File: src/rtl/mem_stage.sv
// mem_stage: memory-access stage between execute and writeback.
// Takes one instruction per valid/ready handshake. Aligned loads and stores are
// issued on a 64-bit req/ack data port. Misaligned, upstream and timeout faults
// are folded into the result. Writeback sees a registered pulse, one cycle wide.
module mem_stage #(
  parameter int TIMEOUT_CYCLES = 255
) (
  input  logic        clock,
  input  logic        reset,
  input  logic        in_valid,
  output logic        in_ready,
  input  logic        mem_ren,
  input  logic        mem_wen,
  input  logic [2:0]  funct3,
  input  logic [63:0] addr,
  input  logic [63:0] sdata,
  input  logic        wen_i,
  input  logic [4:0]  rd_i,
  input  logic [63:0] wdata_i,
  input  logic        csr_wen_i,
  input  logic [11:0] csr_addr_i,
  input  logic [63:0] csr_wdata_i,
  input  logic        exception_i,
  input  logic [63:0] pc_i,
  input  logic [63:0] mcause_i,
  output logic        dmem_req,
  output logic [63:0] dmem_addr,
  output logic [7:0]  dmem_wstrb,
  output logic [63:0] dmem_wdata,
  input  logic        dmem_ack,
  input  logic [63:0] dmem_rdata,
  output logic        wen_o,
  output logic [4:0]  rd_o,
  output logic [63:0] wdata_o,
  output logic        csr_wen_o,
  output logic [11:0] csr_addr_o,
  output logic [63:0] csr_wdata_o,
  output logic        exception_o,
  output logic [63:0] pc_o,
  output logic [63:0] mcause_o
);

  // state  | meaning
  // S_IDLE | accepting; bypass instructions complete from here in one cycle
  // S_WAIT | aligned access issued, dmem_req held until ack or timeout

  typedef enum logic {S_IDLE = 1'b0, S_WAIT = 1'b1} state_t;

  // Timeout is a down-counter loaded on entry to WAIT; expiry when it reaches
  // zero with no ack gives exactly TIMEOUT_CYCLES WAIT cycles.
  localparam int CNT_W = (TIMEOUT_CYCLES > 1) ? $clog2(TIMEOUT_CYCLES) : 1;
  localparam logic [CNT_W-1:0] TO_LOAD =
    (TIMEOUT_CYCLES > 0) ? CNT_W'(TIMEOUT_CYCLES - 1) : '0;
  localparam bit TO_EN = (TIMEOUT_CYCLES > 0);

  state_t           state;
  logic [CNT_W-1:0] to_cnt;
  logic             to_hit;

  logic             ld_q;
  logic [2:0]       funct3_q;
  logic [2:0]       off_q;
  logic             wen_q;
  logic [4:0]       rd_q;
  logic [63:0]      wdata_q;
  logic             csr_wen_q;
  logic [11:0]      csr_addr_q;
  logic [63:0]      csr_wdata_q;
  logic [63:0]      pc_q;
  logic [63:0]      mcause_q;

  logic [2:0]       off;
  logic [7:0]       size_mask;
  logic             misaligned;
  logic             is_mem;
  logic [63:0]      lane;
  logic [63:0]      load_val;

  assign off      = addr[2:0];
  assign is_mem   = mem_ren | mem_wen;
  assign in_ready = (state == S_IDLE);
  assign to_hit   = TO_EN && (to_cnt == '0);

  // Access size from funct3: byte-lane mask and natural-alignment check.
  always_comb begin
    size_mask  = 8'h01;
    misaligned = 1'b0;
    case (funct3[1:0])
      2'b00: begin
        size_mask  = 8'h01;
        misaligned = 1'b0;
      end
      2'b01: begin
        size_mask  = 8'h03;
        misaligned = addr[0];
      end
      2'b10: begin
        size_mask  = 8'h0F;
        misaligned = |addr[1:0];
      end
      default: begin
        size_mask  = 8'hFF;
        misaligned = |addr[2:0];
      end
    endcase
  end

  // Load path: move the addressed lane to bit 0, then sign- or zero-extend.
  always_comb begin
    lane     = dmem_rdata >> {off_q, 3'b000};
    load_val = lane;
    case (funct3_q)
      3'b000:  load_val = {{56{lane[7]}},  lane[7:0]};
      3'b001:  load_val = {{48{lane[15]}}, lane[15:0]};
      3'b010:  load_val = {{32{lane[31]}}, lane[31:0]};
      3'b100:  load_val = {56'd0, lane[7:0]};
      3'b101:  load_val = {48'd0, lane[15:0]};
      3'b110:  load_val = {32'd0, lane[31:0]};
      default: load_val = lane;
    endcase
  end

  // Sequencer: accept and classify instructions, run the dmem handshake,
  // and publish one-cycle results.
  always_ff @(posedge clock or negedge reset) begin
    if (!reset) begin
      state       <= S_IDLE;
      to_cnt      <= '0;
      dmem_req    <= 1'b0;
      dmem_addr   <= '0;
      dmem_wstrb  <= '0;
      dmem_wdata  <= '0;
      wen_o       <= 1'b0;
      rd_o        <= '0;
      wdata_o     <= '0;
      csr_wen_o   <= 1'b0;
      csr_addr_o  <= '0;
      csr_wdata_o <= '0;
      exception_o <= 1'b0;
      pc_o        <= '0;
      mcause_o    <= '0;
      ld_q        <= 1'b0;
      funct3_q    <= '0;
      off_q       <= '0;
      wen_q       <= 1'b0;
      rd_q        <= '0;
      wdata_q     <= '0;
      csr_wen_q   <= 1'b0;
      csr_addr_q  <= '0;
      csr_wdata_q <= '0;
      pc_q        <= '0;
      mcause_q    <= '0;
    end else begin
      // Bubble unless a result is published below; data fields just hold.
      wen_o       <= 1'b0;
      csr_wen_o   <= 1'b0;
      exception_o <= 1'b0;
      case (state)
        S_IDLE: begin
          if (in_valid) begin
            if (exception_i) begin
              rd_o        <= rd_i;
              wdata_o     <= wdata_i;
              csr_addr_o  <= csr_addr_i;
              csr_wdata_o <= csr_wdata_i;
              pc_o        <= pc_i;
              mcause_o    <= mcause_i;
              exception_o <= 1'b1;
            end else if (is_mem && misaligned) begin
              rd_o        <= rd_i;
              wdata_o     <= wdata_i;
              csr_addr_o  <= csr_addr_i;
              csr_wdata_o <= csr_wdata_i;
              pc_o        <= pc_i;
              mcause_o    <= mem_ren ? 64'd4 : 64'd6;
              exception_o <= 1'b1;
            end else if (is_mem) begin
              state       <= S_WAIT;
              to_cnt      <= TO_LOAD;
              dmem_req    <= 1'b1;
              dmem_addr   <= {addr[63:3], 3'b000};
              dmem_wstrb  <= mem_ren ? 8'h00 : (size_mask << off);
              dmem_wdata  <= mem_ren ? 64'd0 : (sdata << {off, 3'b000});
              ld_q        <= mem_ren;
              funct3_q    <= funct3;
              off_q       <= off;
              wen_q       <= wen_i;
              rd_q        <= rd_i;
              wdata_q     <= wdata_i;
              csr_wen_q   <= csr_wen_i;
              csr_addr_q  <= csr_addr_i;
              csr_wdata_q <= csr_wdata_i;
              pc_q        <= pc_i;
              mcause_q    <= mcause_i;
            end else begin
              wen_o       <= wen_i & (rd_i != 5'd0);
              rd_o        <= rd_i;
              wdata_o     <= wdata_i;
              csr_wen_o   <= csr_wen_i;
              csr_addr_o  <= csr_addr_i;
              csr_wdata_o <= csr_wdata_i;
              pc_o        <= pc_i;
              mcause_o    <= mcause_i;
            end
          end
        end
        S_WAIT: begin
          if (dmem_ack) begin
            // Ack beats a timeout expiring on the same edge.
            state       <= S_IDLE;
            dmem_req    <= 1'b0;
            wen_o       <= ld_q & wen_q & (rd_q != 5'd0);
            rd_o        <= rd_q;
            wdata_o     <= ld_q ? load_val : wdata_q;
            csr_wen_o   <= csr_wen_q;
            csr_addr_o  <= csr_addr_q;
            csr_wdata_o <= csr_wdata_q;
            pc_o        <= pc_q;
            mcause_o    <= mcause_q;
          end else if (to_hit) begin
            state       <= S_IDLE;
            dmem_req    <= 1'b0;
            rd_o        <= rd_q;
            wdata_o     <= wdata_q;
            csr_addr_o  <= csr_addr_q;
            csr_wdata_o <= csr_wdata_q;
            pc_o        <= pc_q;
            mcause_o    <= ld_q ? 64'd5 : 64'd7;
            exception_o <= 1'b1;
          end else begin
            to_cnt <= to_cnt - 1'b1;
          end
        end
        default: state <= S_IDLE;
      endcase
    end
  end

endmodule
File: config.mk
export PLATFORM = sky130hd
export DESIGN_NAME = mem_stage
export DESIGN_NICKNAME = d
export VERILOG_FILES = /design/src/rtl/mem_stage.sv
export SDC_FILE = /design/constraint.sdc
export NUM_CORES = 2
export LEC_CHECK = 0
export ABC_AREA = 1
export CAP_MARGIN = 25
export CORE_AREA = 2 2 347 349
export DETAILED_ROUTE_END_ITERATION = 6
export DIE_AREA = 0 0 349 351
export DONT_BUFFER_PORTS = 1
export PLACE_DENSITY = 0.42
export SYNTH_ARGS = -nofsm -noshare
export SYNTH_HDL_FRONTEND = slang
export SYNTH_SLANG_ARGS = --single-unit
File: constraint.sdc
create_clock -name clock -period 1.8 [get_ports clock]
set_clock_uncertainty 0.15 [all_clocks]
set_input_delay 0.09 -clock clock [delete_from_list [all_inputs] [get_ports clock]]
set_output_delay 0.09 -clock clock [all_outputs]
set_load 0.03 [all_outputs]
Yosys cells after proc, flatten, opt, wreduce, memory -nomap -nowiden
Cells that the tools add are included.
{"block": "totals", "register_bits": 701, "output_inout_bits": 414}
{"block": "classes", "n_reduce_logical": 12, "shifts": 3, "eq_ne": 15, "n_addsub": 1, "muxes": 89, "bitwise": 7}
{"operator": "$mux 64", "count": 26}
{"operator": "$pmux 64 s2", "count": 4}
{"operator": "$pmux 64 s6", "count": 1}
{"operator": "$mux 12", "count": 6}
{"operator": "$shl 64x6->64", "count": 1}
{"operator": "$shr 64x6->64", "count": 1}
{"operator": "$mux 8", "count": 7}
{"operator": "$mux 5", "count": 6}
{"operator": "$mux 1", "count": 27}
{"operator": "$pmux 12 s2", "count": 1}
{"operator": "$pmux 8 s3", "count": 1}
{"operator": "$pmux 8 s2", "count": 1}
{"operator": "$ne 2x2->1 const B", "count": 5}
{"operator": "$pmux 1 s2", "count": 5}
{"operator": "$pmux 5 s2", "count": 1}
{"operator": "$reduce_and 5->1", "count": 2}
{"operator": "$reduce_bool 5->1", "count": 2}
{"operator": "$eq 3x3->1 const B", "count": 3}
{"operator": "$logic_not 8->1", "count": 1}
{"operator": "$shl 8x3->8", "count": 1}
{"operator": "$sub 8x1->8 const B", "count": 1}
{"operator": "$reduce_and 6->1", "count": 1}
{"operator": "$mux 2", "count": 2}
{"operator": "$ne 4x3->1 const B", "count": 1}
{"operator": "16 further kinds", "count": 20}

Logic depth before layout (Yosys ltp)
{"block": "depth", "word_depth": 7, "depth_mapped": 13, "ltp_nobuf": 11}

Least setup slack after synthesis
No wires, ideal clock.
{"block": "synth_path", "path_type": "register -> register", "startpoint": "register to_cnt[0]", "endpoint": "register csr_wdata_o[1]", "arrival_ns": 1.680, "required_ns": 1.527, "path_slack_ns": -0.153, "setup_ns": 0.123, "synth_period_minus_slack_ns": 1.953, "stages_incl_launch_ff": 13, "path_cell_list": "dfrtp_1 inv_1 ha_1 inv_1 nor3_2 nor2_2 nor2_2 nand2_2 buf_6 buf_8 buf_4 nand2_1 o21ai_2"}
{"block": "synth_between", "elab_chain_cells": 3}
{"item": "start, declared", "line": "57", "text": "logic [CNT_W-1:0] to_cnt;"}
{"item": "start signal, assigned", "line": "231", "text": "to_cnt <= to_cnt - 1'b1;"}
{"item": "$logic_not 8->1", "line": "82", "text": "assign to_hit = TO_EN && (to_cnt == '0);"}
{"item": "$ne 3x2->1 (no line)"}
{"item": "$reduce_and 3->1 (no line)"}
{"item": "end signal, assigned", "line": "165", "text": "csr_wdata_o <= csr_wdata_i;"}
{"item": "end signal, assigned", "line": "173", "text": "csr_wdata_o <= csr_wdata_i;"}
{"item": "end signal, assigned", "line": "201", "text": "csr_wdata_o <= csr_wdata_i;"}
{"item": "end, declared", "line": "37", "text": "output logic [63:0] csr_wdata_o,"}
No other way between the ends.
A chain may end at the register's enable or synchronous reset.

Worst setup path in the final report
{"block": "layout_path", "startpoint": "register to_cnt[6]", "endpoint": "register wdata_o[50]"}
{"block": "layout_between", "elab_chain_cells": 3}
{"item": "$logic_not 8->1", "line": "82"}
{"item": "$ne 3x2->1 (no line)"}
{"item": "$reduce_and 3->1 (no line)"}
{"item": "end signal, assigned", "line": "163", "text": "wdata_o <= wdata_i;"}
{"item": "end signal, assigned", "line": "171", "text": "wdata_o <= wdata_i;"}
{"item": "end signal, assigned", "line": "198", "text": "wdata_o <= wdata_i;"}
{"item": "end, declared", "line": "34", "text": "output logic [63:0] wdata_o,"}
No other way between the ends.

==> results.json <==
{
  "drv_slew": 483,
  "synth_fa_ha_area_share_pct": 0.07420,
  "ys_seq_area_share_pct": 52.01,
  "coreArea_um2": 119000,
  "fin_total_pwr_uw": 58250,
  "cts_sinks": 701,
  "max_cap_viol_count": 0,
  "powerDensity_nw_per_um2": 1175,
  "finalCritPeriodShare_pct": 118.5,
  "gp_congestion": 0.8473,
  "chipHeight_um": 351,
  "synth_compound_area_share_pct": 14.15,
  "p_leak_uw": 0.02289,
  "synth_top_family_by_area": "simple AND/OR/NAND/NOR gates",
  "syn_area_um2": 33730,
  "grt_max_degree": 702,
  "grt_antenna_before_repair": 10,
  "hold_viol": 701,
  "rows": 127,
  "wl_mm": 140.5,
  "synth_mux_area_share_pct": 0.6566,
  "synthTopCellsByCount": "nand2_1, dfrtp_1, o21ai_0, nor2_1, inv_1",
  "synthSimpleGateAreaFrac_pct": 25.28,
  "async_flop_share_pct": 100.0,
  "grt_use_total_pct": 21.45,
  "drc": 0,
  "vias_per_cell": 4.753,
  "port_buffers": 0,
  "report.final.setup_viol": 613,
  "reg2reg_depth": 9,
  "synth-seq-cells": 701,
  "syn_to_final_growth_pct": 47.04,
  "first_global_vias": 32423,
  "ir_drop_uv": 684.5,
  "cts_tree": "done",
  "tightest_slew_ps": 2563,
  "overflow": 0,
  "critPathSlowestCell": "dfrtp_1",
  "cp_cell_sequence": "or2_0 -> nor3_4 -> nor2_2 -> nor2_4 -> nand2_8 -> buf_16 -> buf_4 -> nor2_1 -> a21oi_1",
  "worst_path_largest_cell_delay_ps": 370,
  "n_fill_cell": 11966,
  "synth_xor_area_share_pct": 0.1298,
  "yosys-top-cells-area": "dfrtp_1, nand2_1, o21ai_0, nor2_1, a21oi_1",
  "die_width_um": 349,
  "synth_top_cell_by_area": "dfrtp_1",
  "yosysWarnings": 0,
  "synth.most_common_cell": "nand2_1",
  "numCtsBuffers": 84,
  "r2r_slack_ps": -330,
  "r2r-start": "to_cnt[6]",
  "synth_edf_count": 0,
  "grt_pass1_wl_mm": 203.5,
  "pin_count": 891,
  "min_period_ps": 2132,
  "utilization_pct": 41.67,
  "dr.pass1.iters": 6,
  "finalWorstSetupSlack_ps": -332.3,
  "layout-drive-gt1-share_pct": 11.92,
  "synthCells": 4403,
  "slew_headroom_pct": -70.84,
  "max_freq_ghz": 0.4690,
  "placed_area_um2": 36860,
  "critical_path_class": "reg -> reg",
  "yosysUniqueCellTypes": 42,
  "dieArea_um2": 122500,
  "route.vias.total": 32828,
  "fin_nets": 5767,
  "postCtsHoldBufs": 807,
  "cp.required_ps": 2200,
  "dpl_worst_slack_ps": -408.4,
  "timing.hold.ws_ps": -1019,
  "place_hpwl_mm": 92.43,
  "rsz0062_at_grt": "true",
  "postRouteAntennaNets": 0,
  "hold_path.class": "in -> async",
  "crit_arrival_ps": 2530,
  "synth.top_cell.area_share_pct": 52.01,
  "end_kind": "flip-flop",
  "finalInstanceArea_um2": 49590,
  "clk_pin_slew_ps": 60,
  "status": "complete, but fails checks",
  "clockRootBuffer": "clkbuf_16",
  "violations": "hold timing, slew limit, setup timing",
  "wl_per_cell_um": 20.34,
  "cp_max_fo": 21,
  "synth_flop_cell": "dfrtp_1",
  "setup_tns_ps": -94320,
  "crit_start": "to_cnt[6]",
  "h-tree-depth": 3,
  "crit_path_start_kind": "flip-flop",
  "clk_path_buf_depth": 3,
  "regToRegEndpoint": "wdata_o[50]",
  "start_util_pct": 28.34,
  "avgSynthCellArea_um2": 7.660,
  "drtIter0Drc": 2415,
  "clk_latency_ps": 670
}
sequential cells by signal (all words and copies together), names as in the netlist, 12 cells and up:
| name | cells |
|---|---|
| dmem_addr | 61 |
| wdata_q | 64 |
| wdata_o | 64 |
| csr_addr_q | 12 |
| csr_addr_o | 12 |
| pc_q | 64 |
| csr_wdata_q | 64 |
| csr_wdata_o | 64 |
| mcause_o | 64 |
| dmem_wdata | 64 |
| mcause_q | 64 |
| pc_o | 64 |
layout by cell type (no fill, tap or decap), types with 29 or more instances in the layout:
master,netlist,routed
nand2_1,1564,1527
dlygate4sd3_1,0,803
dfrtp_1,701,699
o21ai_0,519,480
nor2_1,407,362
inv_1,264,258
buf_4,27,179
a21oi_1,230,170
nand3_1,154,152
o21ai_1,92,117
clkbuf_16,0,107
buf_12,0,63
a21oi_2,0,55
nor2_4,1,35
nand4_1,35,35
o21ai_2,18,32
o31ai_1,29,29
what timing repair did:
item                                     CTS  global route
setup buffers                              2             5
resized for setup                         15           250
pin swaps                                  1             2
endpoints found under the setup margin   629           699
endpoints found under the hold margin   1402           701
gates cloned                               4            29
final cells by class:
cell class	count	area [µm²]	area share, %
sequential	701	17550	35.38
antenna	6	15.01	0.03028
tap	1548	1937	3.906
clock buffer	127	2536	5.114
multi-input combinational	3126	14450	29.13
clock inverter	24	262.8	0.5298
inverter	277	1071	2.160
timing repair buffer	1098	11780	23.74
cell families (layout without fill, tap and decap cells):
kind of cell             Yosys count  after routing
AND/OR/NAND/NOR                 2179           2181
AO/OA/AOI/OAI                    913            913
flip-flops                       701            701
buffers and inverters            580           1526
multiplexers                      22             22
XOR/XNOR                           5              5
adder cells (fa/ha/maj)            2              2
other                              1              9
routing by layer:
metal	GRT usage, %	part of all wire (%)	vias to the layer above
li1	-	-	15838
met1	27.18	42	15745
met2	35.23	47	1005
met3	5.991	7.3	232
met4	6.967	3.2	8
met5	0	0.038	-
worst max-delay path by stage:
stage | end | slack (ps) | depth (start not counted)
after floorplan | csr_wdata_o[1] | -90 | 10
after global placement | wdata_o[8] | -400 | 9
after CTS | csr_wdata_o[27] | -330 | 10
after global routing | mcause_o[56] | -460 | 12
final | wdata_o[50] | -330 | 9
after detailed placement | wdata_o[8] | -410 | 9
report_power, final:
group	internal [µW]	switching, µW
registers	19500	6940
clock network	10100	7350
logic	6340	8050
worst max-delay path: cells and delay by family, from the launching register on:
family                 cells  cell delay (ps)
AOI/OAI and AO/OA          1               80
buffers and inverters      2              420
DFF                        1              370
and+or+nand+nor            6              970
through the flow:
stage / cells / hold WS [ps]
finish: 6907 / -1019
detailed placement: 5903 / -340.8
CTS: 6867 / -1082
global placement: 5903 / -342.5
global route: 6905 / -1066
floorplan: 4405 / -355.6
Power figures use the tool's default switching activity.
